## src/rtl/backscatter_pkg.sv

```systemverilog
// ---------------------------------------------------------------------------
// backscatter_pkg : shared states, modes and preamble constants for the encoder
// Rev 1.0
// ---------------------------------------------------------------------------
`default_nettype none

package backscatter_pkg;

  typedef logic [2:0] state_t;

  localparam state_t ST_IDLE     = 3'd0;
  localparam state_t ST_PILOT    = 3'd1;
  localparam state_t ST_PREAMBLE = 3'd2;
  localparam state_t ST_DATA     = 3'd3;
  localparam state_t ST_DUMMY    = 3'd4;

  localparam logic [1:0] M_FM0 = 2'b00;
  localparam logic [1:0] M_M2  = 2'b01;
  localparam logic [1:0] M_M4  = 2'b10;
  localparam logic [1:0] M_M8  = 2'b11;

  localparam logic [11:0] FM0_PREAMBLE    = 12'b110100100011;
  localparam logic [5:0]  MILLER_PREAMBLE = 6'b010111;

  localparam logic [4:0] PILOT_FM0_LEN   = 5'd12;
  localparam logic [4:0] PILOT_M_SHORT   = 5'd4;
  localparam logic [4:0] PILOT_M_LONG    = 5'd16;

  // Index of the last half-period in a symbol (L-1, L = 2 for FM0, 2M for Miller)
  function automatic logic [3:0] sym_last(input logic [1:0] m);
    case (m)
      M_FM0: sym_last = 4'd1;
      M_M2:  sym_last = 4'd3;
      M_M4:  sym_last = 4'd7;
      M_M8:  sym_last = 4'd15;
    endcase
  endfunction

endpackage

`default_nettype wire

```

## src/rtl/symbol_timer.sv

```systemverilog
// ---------------------------------------------------------------------------
// symbol_timer : half-period counter, symbol-end / mid-symbol strobes, subcarrier
// Rev 1.0
// ---------------------------------------------------------------------------
`default_nettype none

module symbol_timer
  import backscatter_pkg::*;
(
  input  logic       clk_blf,
  input  logic       rst,
  input  logic       run,
  input  logic [1:0] m_sel,
  output logic       sym_end,
  output logic       mid_next,
  output logic       sc
);

  logic [3:0] r_hp;
  logic [3:0] w_last;

  assign w_last = sym_last(m_sel);

  // Held at 0 while idle so the first half-period of a reply is always hp=0
  always_ff @(posedge clk_blf or posedge rst) begin
    if (rst) begin
      r_hp <= 4'd0;
    end else if (!run || r_hp == w_last) begin
      r_hp <= 4'd0;
    end else begin
      r_hp <= r_hp + 4'd1;
    end
  end

  assign sym_end  = run && (r_hp == w_last);
  assign mid_next = run && (r_hp == (w_last >> 1));
  assign sc       = r_hp[0];

endmodule

`default_nettype wire

```

## src/rtl/backscatter_encoder.sv

```systemverilog
// ---------------------------------------------------------------------------
// backscatter_encoder : FM0 / Miller tag reply serialiser in the 2xBLF domain
// Rev 1.0
// ---------------------------------------------------------------------------
`default_nettype none

module backscatter_encoder
  import backscatter_pkg::*;
#(
  parameter int unsigned MAX_BITS = 16'd65535
) (
  input  logic       clk_blf,
  input  logic       rst,
  input  logic       start,
  input  logic [1:0] m_sel,
  input  logic       trext,
  input  logic       bit_in,
  input  logic       bit_valid,
  input  logic       bit_last,
  output logic       bit_ready,
  output logic       tx_out,
  output logic       tx_busy,
  output logic       done,
  output logic       underrun
);

  localparam int CNT_W = $clog2(MAX_BITS + 1);

  state_t             r_state, w_state_nxt;
  logic [1:0]         r_m_sel;
  logic               r_trext;
  logic [4:0]         r_cnt, w_cnt_nxt;
  logic               r_bit, w_bit_nxt;
  logic               r_final, w_final_nxt;
  logic [CNT_W-1:0]   r_bit_cnt, w_bit_cnt_nxt;
  logic               r_b, w_b_nxt;
  logic               r_tx, w_tx_nxt;
  logic               r_done, w_done_nxt;

  logic       w_sym_end, w_mid_next, w_sc, w_sc_nxt;
  logic       w_fm0, w_start, w_ready;
  logic [4:0] w_pilot_last;

  symbol_timer u_timer (
    .clk_blf  (clk_blf),
    .rst      (rst),
    .run      (r_state != ST_IDLE),
    .m_sel    (r_m_sel),
    .sym_end  (w_sym_end),
    .mid_next (w_mid_next),
    .sc       (w_sc)
  );

  assign w_fm0        = (r_m_sel == M_FM0);
  assign w_start      = start && (r_state == ST_IDLE) && !r_done;
  assign w_sc_nxt     = w_sym_end ? 1'b0 : ~w_sc;
  assign w_pilot_last = w_fm0   ? PILOT_FM0_LEN - 5'd1 :
                        r_trext ? PILOT_M_LONG - 5'd1 : PILOT_M_SHORT - 5'd1;
  assign w_ready      = w_sym_end &&
                        ((r_state == ST_PREAMBLE && r_cnt == 5'd5) ||
                         (r_state == ST_DATA && !r_final));

  always_comb begin
    w_state_nxt   = r_state;
    w_cnt_nxt     = r_cnt;
    w_bit_nxt     = r_bit;
    w_final_nxt   = r_final;
    w_bit_cnt_nxt = r_bit_cnt;
    w_b_nxt       = r_b;
    w_tx_nxt      = r_tx;
    w_done_nxt    = 1'b0;
    if (r_state == ST_IDLE) begin
      w_b_nxt  = 1'b0;
      w_tx_nxt = 1'b0;
      if (w_start) begin
        w_state_nxt   = (m_sel == M_FM0 && !trext) ? ST_PREAMBLE : ST_PILOT;
        w_cnt_nxt     = 5'd0;
        w_bit_nxt     = 1'b0;
        w_final_nxt   = 1'b0;
        w_bit_cnt_nxt = '0;
        // FM0 opens with a boundary inversion away from the idle 0 level
        w_b_nxt       = (m_sel == M_FM0);
        w_tx_nxt      = w_b_nxt;
      end
    end else begin
      if (w_sym_end) begin
        case (r_state)
          ST_PILOT: begin
            if (r_cnt == w_pilot_last) begin
              w_state_nxt = ST_PREAMBLE;
              w_cnt_nxt   = 5'd0;
              w_bit_nxt   = MILLER_PREAMBLE[5];
            end else begin
              w_cnt_nxt   = r_cnt + 5'd1;
            end
          end
          ST_PREAMBLE: begin
            if (r_cnt != 5'd5) begin
              w_cnt_nxt = r_cnt + 5'd1;
              w_bit_nxt = MILLER_PREAMBLE[3'd4 - r_cnt[2:0]];
            end
          end
          ST_DATA: begin
            if (r_final) begin
              w_state_nxt = ST_DUMMY;
              w_bit_nxt   = 1'b1;
            end
          end
          default: begin
            w_state_nxt = ST_IDLE;
            w_done_nxt  = 1'b1;
          end
        endcase
        if (w_ready) begin
          if (bit_valid) begin
            w_state_nxt   = ST_DATA;
            w_bit_nxt     = bit_in;
            w_final_nxt   = bit_last || (r_bit_cnt == CNT_W'(MAX_BITS - 1));
            w_bit_cnt_nxt = r_bit_cnt + CNT_W'(1);
          end else begin
            w_state_nxt   = ST_DUMMY;
            w_bit_nxt     = 1'b1;
          end
        end
        if (w_fm0 || (!r_bit && !w_bit_nxt)) begin
          w_b_nxt = ~r_b;
        end
      end else if (w_mid_next && (w_fm0 ? !r_bit : r_bit)) begin
        w_b_nxt = ~r_b;
      end
      // The FM0 preamble carries a deliberate violation, so it is replayed verbatim
      if (w_fm0 && w_state_nxt == ST_PREAMBLE) begin
        w_b_nxt = FM0_PREAMBLE[4'd11 - {w_cnt_nxt[2:0], w_sc_nxt}];
      end
      w_tx_nxt = w_fm0 ? w_b_nxt : (w_b_nxt ^ w_sc_nxt);
      if (w_state_nxt == ST_IDLE) begin
        w_b_nxt  = 1'b0;
        w_tx_nxt = 1'b0;
      end
    end
  end

  always_ff @(posedge clk_blf or posedge rst) begin
    if (rst) begin
      r_state   <= ST_IDLE;
      r_m_sel   <= M_FM0;
      r_trext   <= 1'b0;
      r_cnt     <= 5'd0;
      r_bit     <= 1'b0;
      r_final   <= 1'b0;
      r_bit_cnt <= '0;
      r_b       <= 1'b0;
      r_tx      <= 1'b0;
      r_done    <= 1'b0;
    end else begin
      r_state   <= w_state_nxt;
      r_cnt     <= w_cnt_nxt;
      r_bit     <= w_bit_nxt;
      r_final   <= w_final_nxt;
      r_bit_cnt <= w_bit_cnt_nxt;
      r_b       <= w_b_nxt;
      r_tx      <= w_tx_nxt;
      r_done    <= w_done_nxt;
      if (w_start) begin
        r_m_sel <= m_sel;
        r_trext <= trext;
      end
    end
  end

  assign tx_out    = r_tx;
  assign done      = r_done;
  assign tx_busy   = (r_state != ST_IDLE);
  assign bit_ready = w_ready;
  assign underrun  = w_ready && !bit_valid;

endmodule

`default_nettype wire

```

## config.mk

```make
export PLATFORM = sky130hd
export DESIGN_NAME = backscatter_encoder
export DESIGN_NICKNAME = d
export VERILOG_FILES = /design/src/rtl/backscatter_pkg.sv /design/src/rtl/symbol_timer.sv /design/src/rtl/backscatter_encoder.sv
export SDC_FILE = /design/constraint.sdc
export NUM_CORES = 1
export LEC_CHECK = 0
export BUFFER_PORTS_ARGS = -buffer_cell sky130_fd_sc_hd__buf_2
export CAP_MARGIN = 10
export CORE_MARGIN = 2
export CORE_UTILIZATION = 33
export DETAILED_ROUTE_END_ITERATION = 6
export GPL_TIMING_DRIVEN = 0
export RECOVER_POWER = 50
export SYNTH_ARGS = -nofsm -noshare
export SYNTH_HDL_FRONTEND = slang
export SYNTH_HIERARCHICAL = 1
export SYNTH_SLANG_ARGS = --single-unit
```

## constraint.sdc

```tcl
create_clock -name clk_blf -period 3.8 [get_ports clk_blf]
set_input_delay 0.38 -clock clk_blf [delete_from_list [all_inputs] [get_ports clk_blf]]
set_output_delay 0.38 -clock clk_blf [all_outputs]
set_load 0.01 [all_outputs]
```

==> results of run 1 <==
-- critical path: stages, from the launching register on --
cell      delay (ns)
dfrtp_1         0.50
xor2_1          0.21
nor3_1          0.41
o21a_1          0.28
buf_2           0.26
nor2_1          0.09
a221oi_2        0.26
o21ai_1         0.19
o41ai_4         0.40
xor2_1          0.23
o22ai_1         0.11
a22o_1          0.20
-- where the power goes --
part / total, mW / switching (mW) / internal, mW
Clock: 0.339 / 0.144 / 0.195
Combinational: 0.936 / 0.534 / 0.402
Sequential: 0.620 / 0.149 / 0.471
-- layout make-up --
cell class                 instances  area, um2  area share [%]
inverter                          12       45.0            1.59
buffer                            10       58.8            2.08
timing repair buffer              15       75.1            2.65
clock buffer                       6       72.6            2.56
tap                               99        124            4.38
multi-input combinational        221       1520            53.7
sequential                        36        901            31.8
clock inverter                     2       35.0            1.24
-- cells by family after synthesis --
kind of cell / share of synthesized area [%]
fa+ha+maj: 3.47
compound gates: 19.6
xor+xnor: 7.29
simple gates: 29.0
flops: 35.7
buf+inv: 4.11
mux: 0.793
-- cell usage in the layout (no fill, tap or decap), types with 3 or more instances in the layout --
cell      Yosys  layout
or3_1         6       6
a21oi_1       8       8
buf_4         3       3
a22oi_1       3       3
xor2_1       14      14
nand3_1      11      11
xnor2_1       7       7
nand3b_1      3       3
nand4_1       7       7
and3_1        3       3
clkbuf_8      0       5
o21ai_0      17      17
buf_2         2      12
nand2_1      32      32
clkbuf_1      4       9
inv_1        12      12
dfrtp_1      36      36
nor2_1       23      23
nand2b_1      3       3
nor3_1        7       7
ha_1          7       7
nor2b_1       7       7
-- registers in the layout, indices dropped and copies added, names as in the netlist --
name	cells
r_bit	1
r_b	1
r_m_sel	2
tx_out	1
r_state	3
r_cnt	5
done	1
r_trext	1
u_timer/r_hp	4
r_final	1
r_bit_cnt	16
-- worst min-delay path by stage --
stage	to	slack, ns	cells past startpoint	start
after detailed placement	u_timer/r_hp[1]	0.28	2	rst
final	r_trext	0.32	3	trext
after CTS	r_trext	0.31	3	trext
after global placement	u_timer/r_hp[1]	0.27	2	rst
after floorplan	u_timer/r_hp[0]	0.15	1	rst
after global routing	r_m_sel[1]	0.31	3	m_sel[1]
-- per-layer routing --
layer  vias to the layer above  GRT usage, %
met3                         9          3.15
met4                         0          3.66
met2                        45          22.9
met1                      1031          19.4
met5                         -             0
li1                       1054             -
-- timing repair --
item / in CTS / in global routing
gates resized for setup: 0 / 0
setup endpoints to repair: 0 / 0
endpoints found under the hold margin: 4 / 0
hold buffers: 1 / 0
-- per-stage QoR --
step,power [mW],instance area [um2]
5_1_grt,2.05,2830
3_3_place_gp,1.54,2710
6_report,1.90,2830
2_1_floorplan,1.34,2520
4_1_cts,1.90,2850
3_5_place_dp,1.56,2730
==> reports/qor.yml, run 1 <==
global_route:
  grt_pass1_vias: 2006
  overflow: 0
  grt_max_degree: 21
  grt_antenna_before_repair: 0
  grt_usage_pct: 14.3
  grt_pass1_wl_um: 9780
drt:
  drc: 0
  viasPerCell: 5.33
  dr.max_layer_used: "met4"
  ant_nets: 0
  wl_met1_um: 2860
  met3_length_um: 237
  drt_iter0_drc: 114
  wl_met2_um: 2620
  firstDrtPassIters: 4
  vias: 2139
  totalWireLength_um: 5770
  wl_per_cell_um: 14.4
worst_setup_path:
  path_class: "flop to flop"
  reg2reg_depth: 11
  path_max_fanout: 11
  cp.arrival_ns: 3.43
  crit_path_end_kind: "flop"
  startpoint: "r_m_sel[0]"
  r2r-end: "tx_out"
  crit_end: "tx_out"
  regToRegSetupSlack_ns: 0.56
  r2r-start: "r_m_sel[0]"
  cp.required_ns: 3.98
  start_kind: "flop"
pwr:
  leakage_nw: 1.19
  powerDensity_nw_per_um2: 670
  irDropWorstVdd_mv: 0.268
clock_network:
  clkLatencyLatePin_ns: 0.29
  cts_setup_buffers: 0
  h-tree-depth: 2
  path_clk_slew_ns: 0.08
  cts_sinks: 36
  clockRootBuffer: "clkbuf_8"
  cts-buffers-inserted: 5
  cts_max_path_buffers: 2
  cts_tree: "yes"
yosys:
  syn_nets: 295
  ys_seq_elements: 36
  synth_area_leaders: "dfrtp_1, xor2_1, nand2_1, ha_1, nor2_1"
  synth.most_common_cell: "dfrtp_1"
  synth_warnings: 6
  syn_avg_cell_area_um2: 9.05
  seq_area_frac_synth_pct: 35.7
  synth_cells: 279
  yosysTopAreaCell: "dfrtp_1"
  async_reset_ff_share_pct: 100
  netlist_area_um2: 2520
  synth_cell_types: 71
  synthFlopType: "dfrtp_1"
  synth_edf_count: 0
  yosys-top-cells-count: "dfrtp_1, nand2_1, nor2_1, o21ai_0, xor2_1"
  synth_top_area_share_pct: 35.7
floorplan:
  fp.dieW_um: 91.5
  initial_core_util_pct: 34.4
  rows: 31
  core-area_um2: 7330
  io_pins: 14
  die_h_um: 91.5
  dieArea_um2: 8360
timing:
  fin_ws_ns: 0.557
  final.min_clock_period_ns: 3.24
  maxSlewViolCount: 0
  max_slew_margin_pct: 46.9
  timing.fmax_mhz: 308
  timing_hold_violations_final: 0
  worst_slew_pin_slew_ns: 0.796
  setup_violations: 0
  fin_skew_ns: 0.0100
  finalHoldWorstSlack_ns: 0.317
  finalSetupTns_ns: 0
  rsz0062_at_grt: "no"
  finalCritPeriodShare_pct: 85.3
layout:
  area_growth_pct: 12.1
  final_core_util_pct: 38.6
  fin_nets: 317
  fill_cells: 736
  fin_cells: 401
  n_antenna_cell: 0
  layout-drive-gt1-share_pct: 13.9
placement:
  dp_slack_ns: 0.604
  dp_hpwl_um: 4280
  port_buffers: 13
  gp_congestion: 0.849
  dp.cells: 392
run_status:
  status: "completed"
flow_run:
  drv_cap: 0
min_path:
  hold_class: "input port to flop"
No activity file was read; power rests on OpenSTA's default activity.
==> inputs of run 2 (changes only) <==
--- a/config.mk
+++ b/config.mk
@@ -14,5 +14,4 @@
 export RECOVER_POWER = 50
 export SYNTH_ARGS = -nofsm -noshare
 export SYNTH_HDL_FRONTEND = slang
-export SYNTH_HIERARCHICAL = 1
 export SYNTH_SLANG_ARGS = --single-unit
==> run 2 against run 1 <==
Cell count decreased by 2.2%. Largest cell class unchanged. First-iteration DRC count grew 44%. Register-to-register slack improved by 0.42 ns. Synthesized cell count down 2.5%. Worst hold slack gained 0.028 ns. Fmax is 15% higher.
==> reports/qor.yml, run 2 <==
run_status:
  status: "completed"
floorplan:
  io_pins: 14
  rows: 31
  dieArea_um2: 8230
  fp.dieW_um: 90.7
  die_h_um: 90.7
  core-area_um2: 7250
  initial_core_util_pct: 34.2
min_path:
  hold_class: "input port to flop"
  hold_depth: 3
clock_network:
  cts_setup_buffers: 0
  cts_tree: "yes"
  cts-buffers-inserted: 5
  cts_max_path_buffers: 2
  path_clk_slew_ns: 0.08
  clockRootBuffer: "clkbuf_8"
  ctsHoldBuffers: 0
  clkLatencyLatePin_ns: 0.29
  cts_resized: 0
  cts_sinks: 36
  h-tree-depth: 2
placement:
  gp_congestion: 0.877
  dp_hpwl_um: 4380
  port_buffers: 13
worst_setup_path:
  cp.required_ns: 3.97
  path_class: "flop to flop"
  crit_buf_inv: 1
  cp_top_family: "compound AO/OA/AOI/OAI gates"
  cp.arrival_ns: 2.99
  start_kind: "flop"
  crit_path_end_kind: "flop"
  crit_chain: "ha_1, inv_1, o41ai_4, o21ai_0, a41oi_1, nor3_2, nor3_1, a211oi_2, or3_1"
  crit_cells: 9
  critPathMaxStageDelay_ns: 0.53
  path_max_fanout: 10
  crit_path_top_delay_cell: "dfrtp_1"
  reg2reg_depth: 9
global_route:
  grt_pass1_wl_um: 10200
  grt_antenna_before_repair: 0
  grt_pass1_vias: 2092
  grt_usage_pct: 15.3
  grt_max_degree: 37
  overflow: 0
yosys:
  syn_avg_cell_area_um2: 9.12
  synth_warnings: 0
  ys_seq_elements: 36
  synth_top_area_share_pct: 36.3
  async_reset_ff_share_pct: 100
  synth_cell_types: 67
  synth_cells: 272
  synthFlopType: "dfrtp_1"
  yosys-top-cells-count: "dfrtp_1, nand2_1, nor2_1, o21ai_0, nand3_1"
  netlist_area_um2: 2480
  yosysTopAreaCell: "dfrtp_1"
  syn_nets: 288
  synth_edf_count: 0
  synth.most_common_cell: "dfrtp_1"
  seq_area_frac_synth_pct: 36.3
  synth_area_leaders: "dfrtp_1, nand2_1, xor2_1, nor2_1, o21ai_0"
pwr:
  leakage_nw: 1.19
  powerDensity_nw_per_um2: 705
  irDropWorstVdd_mv: 0.272
drt:
  vias: 2106
  wl_per_cell_um: 15.3
  ant_nets: 0
  drt_iter0_drc: 164
  viasPerCell: 5.37
  firstDrtPassIters: 4
  drc: 0
  totalWireLength_um: 5990
timing:
  final.min_clock_period_ns: 2.82
  max_slew_margin_pct: 7.11
  worst_slew_pin_slew_ns: 1.39
  maxSlewViolCount: 0
  timing.fmax_mhz: 354
  rsz0062_at_grt: "no"
  finalCritPeriodShare_pct: 74.3
  fin_skew_ns: 0.00648
  finalSetupTns_ns: 0
  setup_violations: 0
  timing_hold_violations_final: 0
layout:
  fin_nets: 308
  area_growth_pct: 11.3
  fill_cells: 763
  n_antenna_cell: 0
  final_common_cell: "dfrtp_1"
  reg_top3: "r_bit_cnt (16), r_cnt (5), u_timer.r_hp (4)"
  final_core_util_pct: 38.1
  largest_reg_flops: 16
  registers.top_by_ff_count: "r_bit_cnt"
  mostFrequentLayoutCells: "dfrtp_1, nand2_1, nor2_1"
  multi_input_area_um2: 1460
  seqCellArea_um2: 901
  layout-drive-gt1-share_pct: 16.0
flow_run:
  drv_cap: 0
==> run 2: changes by cell type in the layout (fill, tap and decap cells not counted), moves of 4 or more <==
cell | before | now
nand2_1 | 32 | 26
buf_2 | 12 | 16
or3_1 | 6 | 10
nor2b_1 | 7 | 1
==> run 2: area by class of cell <==
class,count,share of cell area [%]
multi-input cells,213,52.7
flip-flops and latches,36,32.6
well taps,99,4.49
clock buffers,7,3.13
plain buffers,12,2.99
repair buffers,13,2.27
inverters,11,1.50
clock inverters,1,0.272
==> run 2: stage by stage <==
stage               worst slack [ns]  instance area (um2)  hold slack [ns]  power (mW)  instances
global placement                1.02                 2670            0.526        1.64        384
global route                   0.700                 2760            0.351        2.10        392
detailed placement              1.00                 2670            0.544        1.65        384
CTS                            0.989                 2760            0.262        1.95        392
finish                         0.978                 2760            0.345        1.95        392
floorplan                       1.33                 2480            0.473        1.41        272
==> run 2: power by group <==
part	total, mW	switching [mW]	leakage, nW	internal [mW]
Clock	0.291	0.144	0.0445	0.147
Sequential	0.556	0.0859	0.484	0.470
Combinational	1.10	0.648	0.664	0.453
==> run 2: final timing paths <==
path	start	end	slack (ns)
worst max-delay path	r_cnt[0]	r_b	0.98
worst min-delay path	m_sel[0]	r_m_sel[0]	0.35
worst max register to register	r_cnt[0]	r_b	0.98
worst min register to register	r_bit_cnt[14]	r_bit_cnt[14]	0.56
max in group asynchronous	rst	tx_out	2.49
min in group asynchronous	rst	r_bit_cnt[12]	0.48
==> run 2: worst register-to-register path, delay by kind of cell (launching register included) <==
family / cells / cell delay (ns)
AO/OA/AOI/OAI: 4 / 1.04
adder cells (fa/ha/maj): 1 / 0.34
buffers and inverters: 1 / 0.12
flip-flops: 1 / 0.53
AND/OR/NAND/NOR: 3 / 0.68
==> run 2: cells by family after synthesis <==
kind of cell | after synthesis | share of synthesized area (%)
buf+inv | 23 | 4.99
flops | 36 | 36.3
mux | 5 | 2.07
xor+xnor | 15 | 5.29
fa+ha+maj | 7 | 3.53
compound gates | 71 | 22.5
simple gates | 115 | 25.3
==> run 2: routing by layer <==
layer / vias up / share of wire, % / GRT usage (%)
met5: - / 0 / 0
met4: 0 / 1.7 / 4.49
met3: 9 / 4.1 / 3.01
met2: 52 / 46 / 24.4
met1: 1009 / 48 / 20.9
li1: 1036 / - / -
==> inputs of run 3 (changes only) <==
==> constraint.sdc (replaced) <==
create_clock -name clk_blf -period 2.42 [get_ports clk_blf]
set_input_delay 0.242 -clock clk_blf [delete_from_list [all_inputs] [get_ports clk_blf]]
set_output_delay 0.242 -clock clk_blf [all_outputs]
set_load 0.01 [all_outputs]
==> run 3 against run 2 <==
The run now ends with setup timing left. Cell count grew 3.8%. Flip-flop and latch count is the same. Core utilization grew 4.6 points. Sequential power grew 60%. Wire length grew 9.4%. Worst hold slack lost 0.14 ns. Register-to-register slack lost 1.1 ns. Clock skew grew 0.0022 ns. Largest cell class unchanged.
==> reports/qor.yml, run 3 (same netlist as run 2, synthesis figures left out) <==
run_status:
  status: "finished with violations"
  violations: "setup timing"
layout:
  layout-drive-gt1-share_pct: 29.5
  n_antenna_cell: 0
  final_common_cell: "dfrtp_1"
  fin_nets: 323
  fill_cells: 721
  area_growth_pct: 24.8
  mostFrequentLayoutCells: "dfrtp_1, nand2_1, nor2_1"
  largest_reg_flops: 16
  final_core_util_pct: 42.7
  registers.top_by_ff_count: "r_bit_cnt"
  reg_top3: "r_bit_cnt (16), r_cnt (5), u_timer.r_hp (4)"
global_route:
  grtUsageMet3_pct: 1.84
  use_met2_pct: 27.7
  met1_usage_pct: 22.0
  grt_antenna_before_repair: 0
  grt_usage_pct: 16.4
  grt_pass1_wl_um: 10800
  grt_max_degree: 37
  overflow: 0
  grt_pass1_vias: 2107
  grt-busiest-layer: "met2"
worst_setup_path:
  crit_chain: "or4_4, a2bb2o_4, or2_4, buf_12, nand3_1, a211o_1, a211o_1, a211oi_2, or3_1"
  path_common_cell: "a211o_1"
  r2r-start: "r_m_sel[1]"
  critPathMaxStageDelay_ns: 0.56
  cp.arrival_ns: 2.79
  reg2reg_depth: 9
  cp.required_ns: 2.65
  crit_path_end_kind: "flop"
  r2r-end: "tx_out"
  path_max_fanout: 7
  start_kind: "flop"
  crit_path_top_delay_cell: "or4_4"
  regToRegSetupSlack_ns: -0.14
  path_class: "flop to flop"
min_path:
  hold_path.startpoint: "m_sel[1]"
  hold_class: "input port to flop"
  min_to: "r_m_sel[1]"
  hold_depth: 3
pwr:
  irDropWorstVdd_mv: 0.384
  leakage_nw: 1.31
  finalPower_mw: 3.56
  powerDensity_nw_per_um2: 1150
timing:
  max_slew_margin_pct: 7.71
  rsz0062_at_grt: "yes"
  worst_slew_pin_slew_ns: 1.38
  setup_violations: 6
  maxSlewViolCount: 0
  final.min_clock_period_ns: 2.56
  fin_ws_ns: -0.143
  fin_skew_ns: 0.00872
  timing.fmax_mhz: 390
  finalCritPeriodShare_pct: 106
  timing_hold_violations_final: 0
floorplan:
  core-area_um2: 7250
  fp.dieW_um: 90.7
  rows: 31
  dieArea_um2: 8230
  initial_core_util_pct: 34.2
  io_pins: 14
  die_h_um: 90.7
clock_network:
  clockRootBuffer: "clkbuf_8"
  cts_tree: "yes"
  cts_max_path_buffers: 2
  cts-buffers-inserted: 5
  clkLatencyLatePin_ns: 0.29
  path_clk_slew_ns: 0.08
  cts_sinks: 36
  h-tree-depth: 2
  ctsHoldBuffers: 0
placement:
  dp_slack_ns: -0.331
  dp_hpwl_um: 4420
  gp_congestion: 0.875
  port_buffers: 13
flow_run:
  drv_cap: 0
drt:
  totalWireLength_um: 6550
  wl_per_cell_um: 16.1
  drt_iter0_drc: 153
  vias: 2194
  ant_nets: 0
  drc: 0
  firstDrtPassIters: 4
  viasPerCell: 5.39
==> run 3: repair_timing <==
item	4_1_cts	5_1_grt
cloned	0	0
setup buffers	11	4
pin swaps	13	9
endpoints found under the setup margin	17	16
resized for setup	34	9
==> run 3: worst max-delay path by stage <==
| stage | start | end | slack, ns | cells past startpoint |
|---|---|---|---|---|
| global placement | r_cnt[1] | tx_out | -0.30 | 10 |
| floorplan | u_timer.r_hp[2] | r_b | 0.001 | 10 |
| finish | r_m_sel[1] | tx_out | -0.14 | 9 |
| CTS | r_cnt[2] | tx_out | -0.12 | 9 |
| global route | r_m_sel[1] | tx_out | -0.24 | 9 |
| detailed placement | u_timer.r_hp[0] | tx_out | -0.33 | 9 |
==> run 3: area by class of cell <==
| cell class | count | area, um2 | share of cell area, % |
|---|---|---|---|
| multi-input combinational | 213 | 1630 | 52.8 |
| sequential | 36 | 903 | 29.2 |
| timing repair buffer | 28 | 178 | 5.74 |
| tap | 99 | 124 | 4.00 |
| buffer | 12 | 105 | 3.39 |
| clock buffer | 5 | 68.8 | 2.22 |
| clock inverter | 3 | 42.5 | 1.37 |
| inverter | 11 | 41.3 | 1.33 |
==> run 3: per-layer routing <==
metal,vias to the layer above,share of wire [%]
met5,-,0
met4,0,0.72
met3,7,3.1
met2,39,49
met1,1076,47
li1,1072,-
==> run 3: per-stage QoR <==
| stage | setup TNS [ns] | instances | hold WS [ns] | cell area (um2) |
|---|---|---|---|---|
| after detailed placement | -2.29 | 384 | 0.433 | 2680 |
| after floorplan | 0 | 272 | 0.347 | 2490 |
| after global placement | -1.92 | 384 | 0.510 | 2680 |
| after global routing | -1.41 | 407 | 0.201 | 3100 |
| after CTS | -0.237 | 403 | 0.107 | 3030 |
| final | -0.386 | 407 | 0.201 | 3100 |
==> run 3: report_power, final <==
part	switching [mW]	internal [mW]	leakage, nW
logic	1.18	0.958	0.770
registers	0.148	0.740	0.481
clock network	0.236	0.305	0.0541
==> run 3: critical path: cells and delay by family (launching register included) <==
kind / cells / cell delay, ns
AND/OR/NAND/NOR: 4 / 0.98
flip-flops: 1 / 0.42
AO/OA/AOI/OAI: 4 / 0.99
buffers and inverters: 1 / 0.12
